### src/rtl/stack_pkg.sv
// Shared definitions for the tos_stack slice.
//   stack_op_e : operation decoded from {PUSH,POP}; the enum values equal
//                the raw {PUSH,POP} pattern, so decoding is a plain cast.
//   lvl_w()    : width of a counter that can hold 0..depth.
package stack_pkg;

  typedef enum logic [1:0] {
    OP_NONE = 2'b00,
    OP_PUSH = 2'b10,
    OP_POP  = 2'b01,
    OP_REPL = 2'b11
  } stack_op_e;

  function automatic int lvl_w(input int depth);
    return $clog2(depth + 1);
  endfunction

endpackage

### src/rtl/stack_mem.sv
// Storage for the entries below the top of stack.
//   DEPTH-1 entries of DATA_SIZE bits; mem[0] is the bottom of the stack.
// Ports:
//   CLK   : clock, write on rising edge
//   we    : write enable
//   waddr : write index
//   wdata : write data
//   raddr : asynchronous read index
//   rdata : read data (0 for an index past the end of the array)
// Contents are never reset.
module stack_mem #(
  parameter int DATA_SIZE = 4,
  parameter int DEPTH     = 16,
  parameter int AW        = 4
) (
  input  logic                 CLK,
  input  logic                 we,
  input  logic [AW-1:0]        waddr,
  input  logic [DATA_SIZE-1:0] wdata,
  input  logic [AW-1:0]        raddr,
  output logic [DATA_SIZE-1:0] rdata
);

  localparam int N = DEPTH - 1;

  logic [DATA_SIZE-1:0] mem [N];

  always_ff @(posedge CLK) begin
    if (we) begin
      mem[waddr] <= wdata;
    end
  end

  // Non-power-of-two sizes leave unused address codes; return 0 there.
  always_comb begin
    rdata = '0;
    if (int'(raddr) < N) begin
      rdata = mem[raddr];
    end
  end

endmodule

### src/rtl/tos_stack.sv
// LIFO stack with a dedicated top-of-stack register.
// Ports:
//   CLK         : clock
//   RST         : synchronous active-high reset
//   CLR         : synchronous clear (empties stack, clears error flags)
//   PUSH, POP   : operation request; both together replace the top entry
//   DATA_WR     : data to push / replace
//   DATA_RD     : registered top of stack, 0 when empty
//   LEVEL       : number of valid entries
//   FULL, EMPTY, ALMOST_FULL : decoded from LEVEL
//   OVF, UNF    : sticky rejected-push / rejected-pop flags
module tos_stack
  import stack_pkg::*;
#(
  parameter int DATA_SIZE = 4,
  parameter int DEPTH     = 16,
  parameter int AF_LEVEL  = DEPTH - 2
) (
  input  logic                      CLK,
  input  logic                      RST,
  input  logic                      CLR,
  input  logic                      PUSH,
  input  logic                      POP,
  input  logic [DATA_SIZE-1:0]      DATA_WR,
  output logic [DATA_SIZE-1:0]      DATA_RD,
  output logic [lvl_w(DEPTH)-1:0]   LEVEL,
  output logic                      FULL,
  output logic                      EMPTY,
  output logic                      ALMOST_FULL,
  output logic                      OVF,
  output logic                      UNF
);

  localparam int LW = lvl_w(DEPTH);
  localparam int AW = (DEPTH - 1 > 1) ? $clog2(DEPTH - 1) : 1;

  stack_op_e            op;
  logic [DATA_SIZE-1:0] tos;
  logic [LW-1:0]        level;
  logic                 ovf;
  logic                 unf;

  logic                 mem_we;
  logic [AW-1:0]        mem_waddr;
  logic [AW-1:0]        mem_raddr;
  logic [DATA_SIZE-1:0] mem_rdata;

  logic                 is_full;
  logic                 is_empty;

  always_comb begin
    op = stack_op_e'({PUSH, POP});
  end

  always_comb begin
    is_full  = (level == LW'(DEPTH));
    is_empty = (level == '0);
  end

  // Indices are formed at LEVEL width and then narrowed; they are only
  // consumed when LEVEL makes them in range (write: 1..DEPTH-1, read: >=2).
  always_comb begin
    mem_waddr = AW'(level - LW'(1));
    mem_raddr = AW'(level - LW'(2));
    mem_we    = !RST && !CLR && (op == OP_PUSH) && !is_empty && !is_full;
  end

  stack_mem #(
    .DATA_SIZE (DATA_SIZE),
    .DEPTH     (DEPTH),
    .AW        (AW)
  ) u_mem (
    .CLK   (CLK),
    .we    (mem_we),
    .waddr (mem_waddr),
    .wdata (tos),
    .raddr (mem_raddr),
    .rdata (mem_rdata)
  );

  always_ff @(posedge CLK) begin
    if (RST || CLR) begin
      tos   <= '0;
      level <= '0;
      ovf   <= 1'b0;
      unf   <= 1'b0;
    end else begin
      unique case (op)
        OP_PUSH: begin
          if (is_full) begin
            ovf <= 1'b1;
          end else begin
            tos   <= DATA_WR;
            level <= level + LW'(1);
          end
        end
        OP_POP: begin
          if (is_empty) begin
            unf <= 1'b1;
          end else if (level == LW'(1)) begin
            tos   <= '0;
            level <= '0;
          end else begin
            tos   <= mem_rdata;
            level <= level - LW'(1);
          end
        end
        OP_REPL: begin
          // On an empty stack this is a plain push; nothing is written below.
          tos <= DATA_WR;
          if (is_empty) begin
            level <= LW'(1);
          end
        end
        default: begin
        end
      endcase
    end
  end

  always_comb begin
    DATA_RD     = tos;
    LEVEL       = level;
    FULL        = is_full;
    EMPTY       = is_empty;
    ALMOST_FULL = (level >= LW'(AF_LEVEL));
    OVF         = ovf;
    UNF         = unf;
  end

endmodule
### config.mk
export PLATFORM = sky130hd
export DESIGN_NAME = tos_stack
export DESIGN_NICKNAME = d
export VERILOG_FILES = /design/src/rtl/stack_pkg.sv /design/src/rtl/stack_mem.sv /design/src/rtl/tos_stack.sv
export SDC_FILE = /design/constraint.sdc
export NUM_CORES = 1
export LEC_CHECK = 0
export ABC_AREA = 1
export CAP_MARGIN = 20
export CORE_MARGIN = 2
export CORE_UTILIZATION = 51
export DETAILED_ROUTE_END_ITERATION = 6
export GPL_ROUTABILITY_DRIVEN = 1
export PLACE_DENSITY = 0.71
export SLEW_MARGIN = 20
export SYNTH_ARGS = -nofsm -noshare
export SYNTH_HDL_FRONTEND = slang
export SYNTH_SLANG_ARGS = --single-unit
### constraint.sdc
create_clock -name CLK -period 4.1 [get_ports CLK]
set_input_delay 1.025 -clock CLK [delete_from_list [all_inputs] [get_ports CLK]]
set_output_delay 1.025 -clock CLK [all_outputs]
set_load 0.05 [all_outputs]
==> results of run 1 <==
## report_power, final
group	internal [mW]	switching (mW)	leakage, nW
clock	0.279	0.246	0.0904
combinational	0.0728	0.167	0.690
sequential	0.791	0.00653	0.630
## flip-flops by register name (all words and copies together), names as in the netlist
register	flops
OVF	1
u_mem.mem	60
LEVEL	5
DATA_RD	4
UNF	1
## critical path, stage by stage (launching register included)
cell and delay [ps]:
dfxtp_1 300, buf_4 220, inv_1 450, ha_1 270, nor3b_4 250, nand2_2 120
inv_1 100, buf_4 200
## Yosys cell counts
library cell	instances	area (sq um)
a21oi_2	1	8.76
nor2_1	38	143
inv_1	16	60.1
xor2_1	2	17.5
nand2_4	2	22.5
buf_4	2	15.0
nand2_1	85	319
buf_6	2	22.5
edfxtp_1	60	1800
o21ai_0	11	55.1
xnor2_2	1	16.3
nor2_2	1	6.26
nor2_4	1	11.3
o22ai_1	1	6.26
a21oi_1	13	65.1
clkbuf_1	1	3.75
dfxtp_1	11	220
nand3_2	1	10.0
ha_1	9	113
inv_2	3	11.3
nand2_2	4	25.0
nand3_1	56	280
xnor2_1	2	17.5
nor3b_4	1	18.8
buf_2	7	35.0
## through the flow
| stage | power (mW) | cell area [sq um] | util, % | hold slack [ps] | worst slack, ps |
|---|---|---|---|---|---|
| 6_report | 1.56 | 3770 | 59.8 | 485 | 818 |
| 5_1_grt | 1.63 | 3770 | 59.8 | 509 | 674 |
| 4_1_cts | 1.57 | 3770 | 59.8 | 487 | 794 |
| 3_5_place_dp | 1.05 | 3590 | 56.9 | 465 | 966 |
| 3_3_place_gp | 1.05 | 3590 | 56.9 | 452 | 1040 |
| 2_1_floorplan | 0.978 | 3300 | - | 684 | 1080 |
## cells in the final DEF (no fill, tap or decap), drive strengths merged, types with 3 or more instances in the layout
| cell | n |
|---|---|
| o21ai | 11 |
| nor2 | 40 |
| nand3 | 57 |
| nand2 | 91 |
| dfxtp | 11 |
| clkbuf | 12 |
| edfxtp | 60 |
| ha | 9 |
| xnor2 | 3 |
| a21oi | 14 |
| clkdlybuf4s50 | 19 |
| buf | 10 |
| inv | 19 |
## final timing paths
path                         start  slack [ps]                          to
min               UNF$_SDFFE_PP0P_         480            UNF$_SDFFE_PP0P_
max          LEVEL[1]$_SDFFE_PP0P_         820                       EMPTY
min reg2reg       UNF$_SDFFE_PP0P_         480            UNF$_SDFFE_PP0P_
max reg2reg  LEVEL[1]$_SDFFE_PP0P_        1480  u_mem.mem[10][2]$_DFFE_PP_
## area by class of cell
type / instances / area, sq um
clock buffers: 12 / 135
clock inverters: 4 / 47.5
fillers: 567 / 2540
inverters: 19 / 71.3
multi-input cells: 229 / 1130
flip-flops and latches: 71 / 2020
well taps: 77 / 96.3
repair buffers: 29 / 265
## logic make-up (layout without fill, tap and decap cells)
family / after synthesis / in the layout
compound gates: 26 / 26
xor+xnor: 5 / 5
fa+ha+maj: 9 / 9
buf+inv: 31 / 64
flops: 71 / 71
simple gates: 189 / 189
## layer usage
metal	vias to the layer above	track usage, %
met1	1179	31.3
li1	1179	-
met2	88	33.1
met4	0	8.23
met5	-	0
met3	14	5.31
==> results.json, run 1 <==
{
  "status": "finished, final reports clean",
  "worstPathRequired_ps": 3070,
  "cts_hold_buf": 0,
  "finClkSkew_ps": 5.53,
  "pin_count": 23,
  "synth_cell_types": 25,
  "grt_pass1_wl_microns": 11800,
  "hold_viol_final": 0,
  "hold_depth": 2,
  "synthMuxAreaShare_pct": 0,
  "antenna-diode-count": 0,
  "synthCells": 331,
  "cts_resized": 0,
  "rsz0062_at_grt": "false",
  "gp_congestion": 0.848,
  "final_cells": 441,
  "grt_max_degree": 35,
  "setup_viol": 0,
  "gr-total-overflow": 0,
  "rows": 29,
  "syn-num-nets": 349,
  "synth-compound-area-share_pct": 4.09,
  "crit_path_start_kind": "register",
  "ys_seq_elements": 71,
  "dr_wl_met3_microns": 468,
  "slew_viol_final": 0,
  "max_cap_violations": 0,
  "core_sq_um": 6310,
  "critPathCaptureType": "output port",
  "track_usage_pct": 22.0,
  "die_x_microns": 84.5,
  "cts_inserted_buffers": 9,
  "drc": 0,
  "max_freq_mhz": 305,
  "grt_pass1_vias": 2335,
  "drive_gt1_share_pct": 10.4,
  "h-tree-depth": 3,
  "power_density_nw_per_um2": 414,
  "routed_wl_microns": 7220,
  "finalNetCount": 377,
  "wl_per_cell_microns": 16.4,
  "wl_met1_microns": 3300,
  "avgSynthCellArea_sq_um": 9.98,
  "insertion_delay_ps": 340,
  "synth_fa_ha_area_share_pct": 3.41,
  "netlist_area_sq_um": 3300,
  "die_y_microns": 84.5,
  "ant_nets": 0,
  "tightest_slew_ps": 544,
  "vdd_drop_max_mv": 0.259,
  "synth_seq_area_share_pct": 61.2,
  "dp.cells": 425,
  "worst-setup-path-type": "register to output port",
  "yosys.area_share.simple_pct": 25.3,
  "cts_setup_buffers": 0,
  "viasPerCell": 5.58,
  "synth_xor_area_share_pct": 1.55,
  "yosysWarnings": 0,
  "clkTransAtPathRegs_ps": 70,
  "dieArea_sq_um": 7140,
  "drtIter0Drc": 230,
  "maxSlewHeadroom_pct": 63.7,
  "fin_crit_sh_pct": 80.0,
  "cts_buffer_depth": 2,
  "clkSinkCount": 71,
  "reg2reg_depth": 7,
  "start_util_pct": 52.3,
  "root_buffer": "clkbuf_8",
  "hp-class": "register to register",
  "dp_hpwl_microns": 4940,
  "synth_top_family_by_area": "simple AND/OR/NAND/NOR gates",
  "vias": 2460,
  "setup-tns-final_ps": 0,
  "syn_to_final_growth_pct": 14.2,
  "grt_antenna_before_repair": 0,
  "worst-path-max-fanout": 27,
  "power_leakage_nw": 1.41,
  "port_buffers": 22,
  "cp.arrival_ps": 2260,
  "dr_wl_met2_microns": 3320,
  "cts_tree": "done",
  "top_layer_used": "met4",
  "first_pass_iters": 5,
  "layout_min_cycle_time_ps": 3280
}
(Power assumes the default switching activity.)
==> run 2, diff against run 1 <==
==> constraint.sdc (replaced) <==
create_clock -name CLK -period 3.25 [get_ports CLK]
set_input_delay 0.8125 -clock CLK [delete_from_list [all_inputs] [get_ports CLK]]
set_output_delay 0.8125 -clock CLK [all_outputs]
set_load 0.05 [all_outputs]
==> run 2 against run 1 <==
Flip-flop and latch count unchanged. Cell count up 0.68%. Setup slack worse by 280 ps. Total power up 29%. Clock-buffer cell count down 3. Clock power up 35%. Register-to-register slack worse by 590 ps. Largest cell class unchanged. Largest power group unchanged.
==> results.json, run 2 (synthesized netlist as in run 1, its figures left out) <==
{
  "cts_resized": 0,
  "largest_reg_flops": 60,
  "core_sq_um": 6310,
  "layout_min_cycle_time_ps": 2710,
  "ant_nets": 0,
  "gr-total-overflow": 0,
  "setup-tns-final_ps": 0,
  "dieArea_sq_um": 7140,
  "port_buffers": 22,
  "final_cell_mix": "85 x nand2_1, 60 x edfxtp_1, 56 x nand3_1",
  "cts_buffer_depth": 2,
  "drc": 0,
  "rsz0062_at_grt": "false",
  "clkTransAtPathRegs_ps": 80,
  "finalNetCount": 380,
  "dp_hpwl_microns": 5100,
  "finClkSkew_ps": 13.7,
  "drive_gt1_share_pct": 12.0,
  "maxSlewHeadroom_pct": 66.0,
  "start_util_pct": 52.3,
  "cp_slowest_cell": "clkdlybuf4s50_1",
  "slew_viol_final": 0,
  "drtIter0Drc": 236,
  "clkPwrFrac_pct": 35.0,
  "setup_viol": 0,
  "switching_share_pct": 27.9,
  "root_buffer": "clkbuf_8",
  "fill_cells": 540,
  "power_density_nw_per_um2": 529,
  "power_switching_uw": 564,
  "die_y_microns": 84.5,
  "viasPerCell": 5.39,
  "worst-setup-path-type": "register to output port",
  "cp.arrival_ps": 1900,
  "pwr-share-seq_pct": 50.1,
  "grt_pass1_vias": 2236,
  "cts_inserted_buffers": 9,
  "max_cap_violations": 0,
  "critPathCaptureType": "output port",
  "max_stage_delay_ps": 870,
  "fin_crit_sh_pct": 83.4,
  "h-tree-depth": 3,
  "tightest_slew_ps": 508,
  "grt_max_degree": 35,
  "comb_power_share_pct": 14.9,
  "hold_viol_final": 0,
  "cts_setup_buffers": 0,
  "crit_chain": "buf_4 > clkdlybuf4s50_1",
  "syn_to_final_growth_pct": 15.4,
  "hp-class": "register to register",
  "insertion_delay_ps": 350,
  "grt_antenna_before_repair": 0,
  "cts_hold_buf": 0,
  "grt_pass1_wl_microns": 11500,
  "worstPathRequired_ps": 2440,
  "track_usage_pct": 21.6,
  "p_int_mw": 1.45,
  "power_leakage_nw": 1.43,
  "wl_per_cell_microns": 16.4,
  "first_pass_iters": 4,
  "max_freq_mhz": 369,
  "placedInstanceArea_sq_um": 3610,
  "clkSinkCount": 71,
  "die_x_microns": 84.5,
  "routed_wl_microns": 7270,
  "rows": 29,
  "vdd_drop_max_mv": 0.429,
  "status": "finished, final reports clean",
  "final_common_cell": "nand2_1",
  "pin_count": 23,
  "fin_area_sq_um": 3810,
  "cts_tree": "done",
  "worst-path-max-fanout": 34,
  "crit_path_start_kind": "register",
  "vias": 2392,
  "top_register": "u_mem.mem",
  "gp_congestion": 0.893,
  "antenna-diode-count": 0
}
run 2: cell count changes in the layout (fill, tap and decap cells not counted):
cell	before	now
inv_6	0	3
clkinv_4	0	1
clkinv_2	2	1
clkbuf_1	3	0
buf_4	10	13
run 2: stage by stage:
stage | util [%] | power [mW] | hold WS [ps] | cells | setup WS [ps]
global placement | 57.2 | 1.33 | 453 | 428 | 507
floorplan | - | 1.23 | 684 | 331 | 446
global route | 60.4 | 2.09 | 531 | 444 | 441
CTS | 60.4 | 2.02 | 498 | 444 | 522
finish | 60.4 | 2.02 | 491 | 444 | 541
detailed placement | 57.2 | 1.33 | 472 | 428 | 432
run 2: worst max-delay path: cells and delay by family, from the launching register on:
family / cells / cell delay, ps
buffers and inverters: 2 / 1200
DFF: 1 / 340
run 2: final timing paths:
kind / startpoint / end / slack, ps / depth (start not counted)
worst max-delay path: LEVEL[0]$_SDFFE_PP0P_ / LEVEL[0] / 540 / 2
worst min-delay path: UNF$_SDFFE_PP0P_ / UNF$_SDFFE_PP0P_ / 490 / 2
worst max register to register: LEVEL[1]$_SDFFE_PP0P_ / u_mem.mem[8][0]$_DFFE_PP_ / 890 / 7
worst min register to register: UNF$_SDFFE_PP0P_ / UNF$_SDFFE_PP0P_ / 490 / 2
run 2: routing by layer:
layer,up-vias,track usage [%],wire length [microns]
met5,-,0,0
met1,1109,32.1,3170
met4,0,7.22,163
met2,87,31.1,3300
met3,15,5.80,637
li1,1181,-,-
run 2: final cells by class:
class,count,area [sq um],area share [%]
clock inverter,7,77.6,2.03
timing repair buffer,32,288,7.55
inverter,19,71.3,1.87
tap,77,96.3,2.53
clock buffer,9,124,3.25
multi-input combinational,229,1130,29.8
sequential,71,2020,53.0
run 2: power by group through the flow:
| stage | Sequential (mW) | Combinational (mW) | Clock (mW) |
|---|---|---|---|
| finish | 1.01 | 0.301 | 0.707 |
| global route | 1.01 | 0.329 | 0.753 |
| CTS | 1.01 | 0.300 | 0.715 |
| detailed placement | 1.03 | 0.300 | 0 |
| global placement | 1.03 | 0.297 | 0 |
| floorplan | 1.06 | 0.175 | 0 |
==> run 3, diff against run 2 <==
--- a/config.mk
+++ b/config.mk
@@ -11,7 +11,7 @@
 export CORE_UTILIZATION = 51
 export DETAILED_ROUTE_END_ITERATION = 6
 export GPL_ROUTABILITY_DRIVEN = 1
-export PLACE_DENSITY = 0.71
+export PLACE_DENSITY = 0.73
 export SLEW_MARGIN = 20
 export SYNTH_ARGS = -nofsm -noshare
 export SYNTH_HDL_FRONTEND = slang
==> constraint.sdc (replaced) <==
create_clock -name CLK -period 2.2 [get_ports CLK]
set_input_delay 0.55 -clock CLK [delete_from_list [all_inputs] [get_ports CLK]]
set_output_delay 0.55 -clock CLK [all_outputs]
set_load 0.05 [all_outputs]
==> run 3 against run 2 <==
Via count up 5.7%. Register-to-register slack worse by 570 ps. Critical path depth up 4. Wire length up 5.6%. Flip-flop and latch count unchanged. Sequential power up 48%. Cell count up 4.7%. Non-clock buffer count up 21. Global-route usage up 1.8 points. Critical endpoint is now FULL.
==> results.json, run 3 (synthesized netlist as in run 1, its figures left out) <==
{
  "rows": 29,
  "root_buffer": "clkbuf_8",
  "routed_wl_microns": 7680,
  "grt_pass1_vias": 2504,
  "final_common_cell": "nand2_1",
  "clkTransAtPathRegs_ps": 70,
  "largest_reg_flops": 60,
  "grt_antenna_before_repair": 0,
  "top_register": "u_mem.mem",
  "die_y_microns": 84.5,
  "dp_slack_ps": -122,
  "ant_nets": 0,
  "port_buffers": 22,
  "path_buf_inv": 3,
  "max_cap_violations": 0,
  "track_usage_pct": 23.5,
  "antenna-diode-count": 0,
  "status": "finished, final reports clean",
  "crit_chain": "inv_2 > ha_2 > nor3b_4 > nand2_2 > inv_1 > buf_12",
  "first_pass_iters": 5,
  "max_freq_mhz": 465,
  "slew_viol_final": 0,
  "crit_path_start_kind": "register",
  "h-tree-depth": 3,
  "grt_max_degree": 29,
  "finalNetCount": 401,
  "critPathTopFamily": "buffers and inverters",
  "gr-total-overflow": 0,
  "dp_hpwl_microns": 5440,
  "grt_pass1_wl_microns": 12500,
  "cts_buffer_depth": 2,
  "start_util_pct": 52.3,
  "pin_count": 23,
  "cp.arrival_ps": 1600,
  "hold_viol_final": 0,
  "drc": 0,
  "finClkSkew_ps": 6.06,
  "comb_power_share_pct": 15.9,
  "power_density_nw_per_um2": 771,
  "hp-class": "register to register",
  "crit_start": "LEVEL[1]$_SDFFE_PP0P_",
  "power_leakage_nw": 1.57,
  "reg2reg_depth": 7,
  "drtIter0Drc": 193,
  "gp_congestion": 0.903,
  "power_mw": 3.09,
  "wl_per_cell_microns": 16.5,
  "r2r_end": "u_mem.mem[8][3]$_DFFE_PP_",
  "switching_share_pct": 26.2,
  "maxSlewHeadroom_pct": 66.1,
  "clkSinkCount": 71,
  "drive_gt1_share_pct": 19.8,
  "worstPathRequired_ps": 1650,
  "reg2reg_slack_ps": 320,
  "syn_to_final_growth_pct": 21.4,
  "pwr-share-seq_pct": 48.2,
  "cts_tree": "done",
  "worst-setup-path-type": "register to output port",
  "insertion_delay_ps": 350,
  "r2r_start": "LEVEL[0]$_SDFFE_PP0P_",
  "setup_viol": 0,
  "viasPerCell": 5.44,
  "layout_min_cycle_time_ps": 2150,
  "final_cell_mix": "85 x nand2_1, 60 x edfxtp_1, 56 x nand3_1",
  "die_x_microns": 84.5,
  "critPathCaptureType": "output port",
  "clkPwrFrac_pct": 36.0,
  "core_sq_um": 6310,
  "endpoint": "FULL",
  "p_int_mw": 2.28,
  "vias": 2529,
  "rsz0062_at_grt": "false",
  "hold_ws_ps": 477,
  "tightest_slew_ps": 507,
  "power_switching_uw": 810,
  "cp_slowest_cell": "dfxtp_2",
  "cts_inserted_buffers": 9,
  "max_stage_delay_ps": 330,
  "fin_crit_sh_pct": 97.7,
  "setup_slack_ps": 50.5,
  "path_depth": 6,
  "dieArea_sq_um": 7140,
  "worst-path-max-fanout": 6,
  "vdd_drop_max_mv": 0.521
}
## run 3: changes by cell type in the layout (fill, tap and decap cells not counted), sizes merged
cell | before | now
clkdlybuf4s50 | 19 | 11
buf | 13 | 42
clkinv | 2 | 3
bufinv | 1 | 2
clkbuf | 9 | 10
inv | 22 | 19
## run 3: area by class of cell
cell class                      instances  area (sq um)
Multi-Input combinational cell        229          1140
Sequential cell                        71          2030
Clock inverter                          6          85.1
Timing Repair Buffer                   53           467
Fill cell                             528          2300
Clock buffer                           10           128
Tap cell                               77          96.3
Inverter                               19          71.3
## run 3: worst min path at each step
stage,start,cells after the start,to
2_1_floorplan,OVF$_SDFFE_PP0P_,2,OVF$_SDFFE_PP0P_
3_3_place_gp,UNF$_SDFFE_PP0P_,2,UNF$_SDFFE_PP0P_
3_5_place_dp,OVF$_SDFFE_PP0P_,2,OVF$_SDFFE_PP0P_
4_1_cts,OVF$_SDFFE_PP0P_,2,OVF$_SDFFE_PP0P_
5_1_grt,UNF$_SDFFE_PP0P_,2,UNF$_SDFFE_PP0P_
6_report,OVF$_SDFFE_PP0P_,2,OVF$_SDFFE_PP0P_
## run 3: stage by stage
step	setup TNS [ps]	utilization (%)	instance area, sq um	std cells
floorplan	-4.49	-	3310	331
global placement	-916	59.7	3770	446
detailed placement	-1660	59.7	3770	446
CTS	0	63.0	3980	462
finish	0	63.5	4010	465
global route	0	63.5	4010	465
## run 3: layer usage
layer | global-route usage (%) | vias to the layer above | wire length, microns
met5 | 0 | - | 0
met4 | 11.0 | 0 | 179
met3 | 3.74 | 19 | 541
met2 | 35.9 | 95 | 3550
met1 | 33.1 | 1187 | 3410
li1 | - | 1228 | -
## run 3: what timing repair did
action	CTS	global route
endpoints found under the hold margin	0	0
resized for setup	3	3
endpoints found under the setup margin	3	3
hold buffers	0	0
buffers inserted	0	3
## run 3: worst min-delay path, cell delays in order (launching register included)
cell     delay, ps
dfxtp_1        340
nand2_1         50
o21ai_0         60
## run 3: power groups by stage
| stage | clock (mW) | combinational, mW | sequential, mW |
|---|---|---|---|
| floorplan | 0 | 0.258 | 1.56 |
| global placement | 0 | 0.466 | 1.52 |
| detailed placement | 0 | 0.470 | 1.52 |
| CTS | 1.12 | 0.474 | 1.49 |
| global route | 1.19 | 0.536 | 1.49 |
| finish | 1.11 | 0.491 | 1.49 |
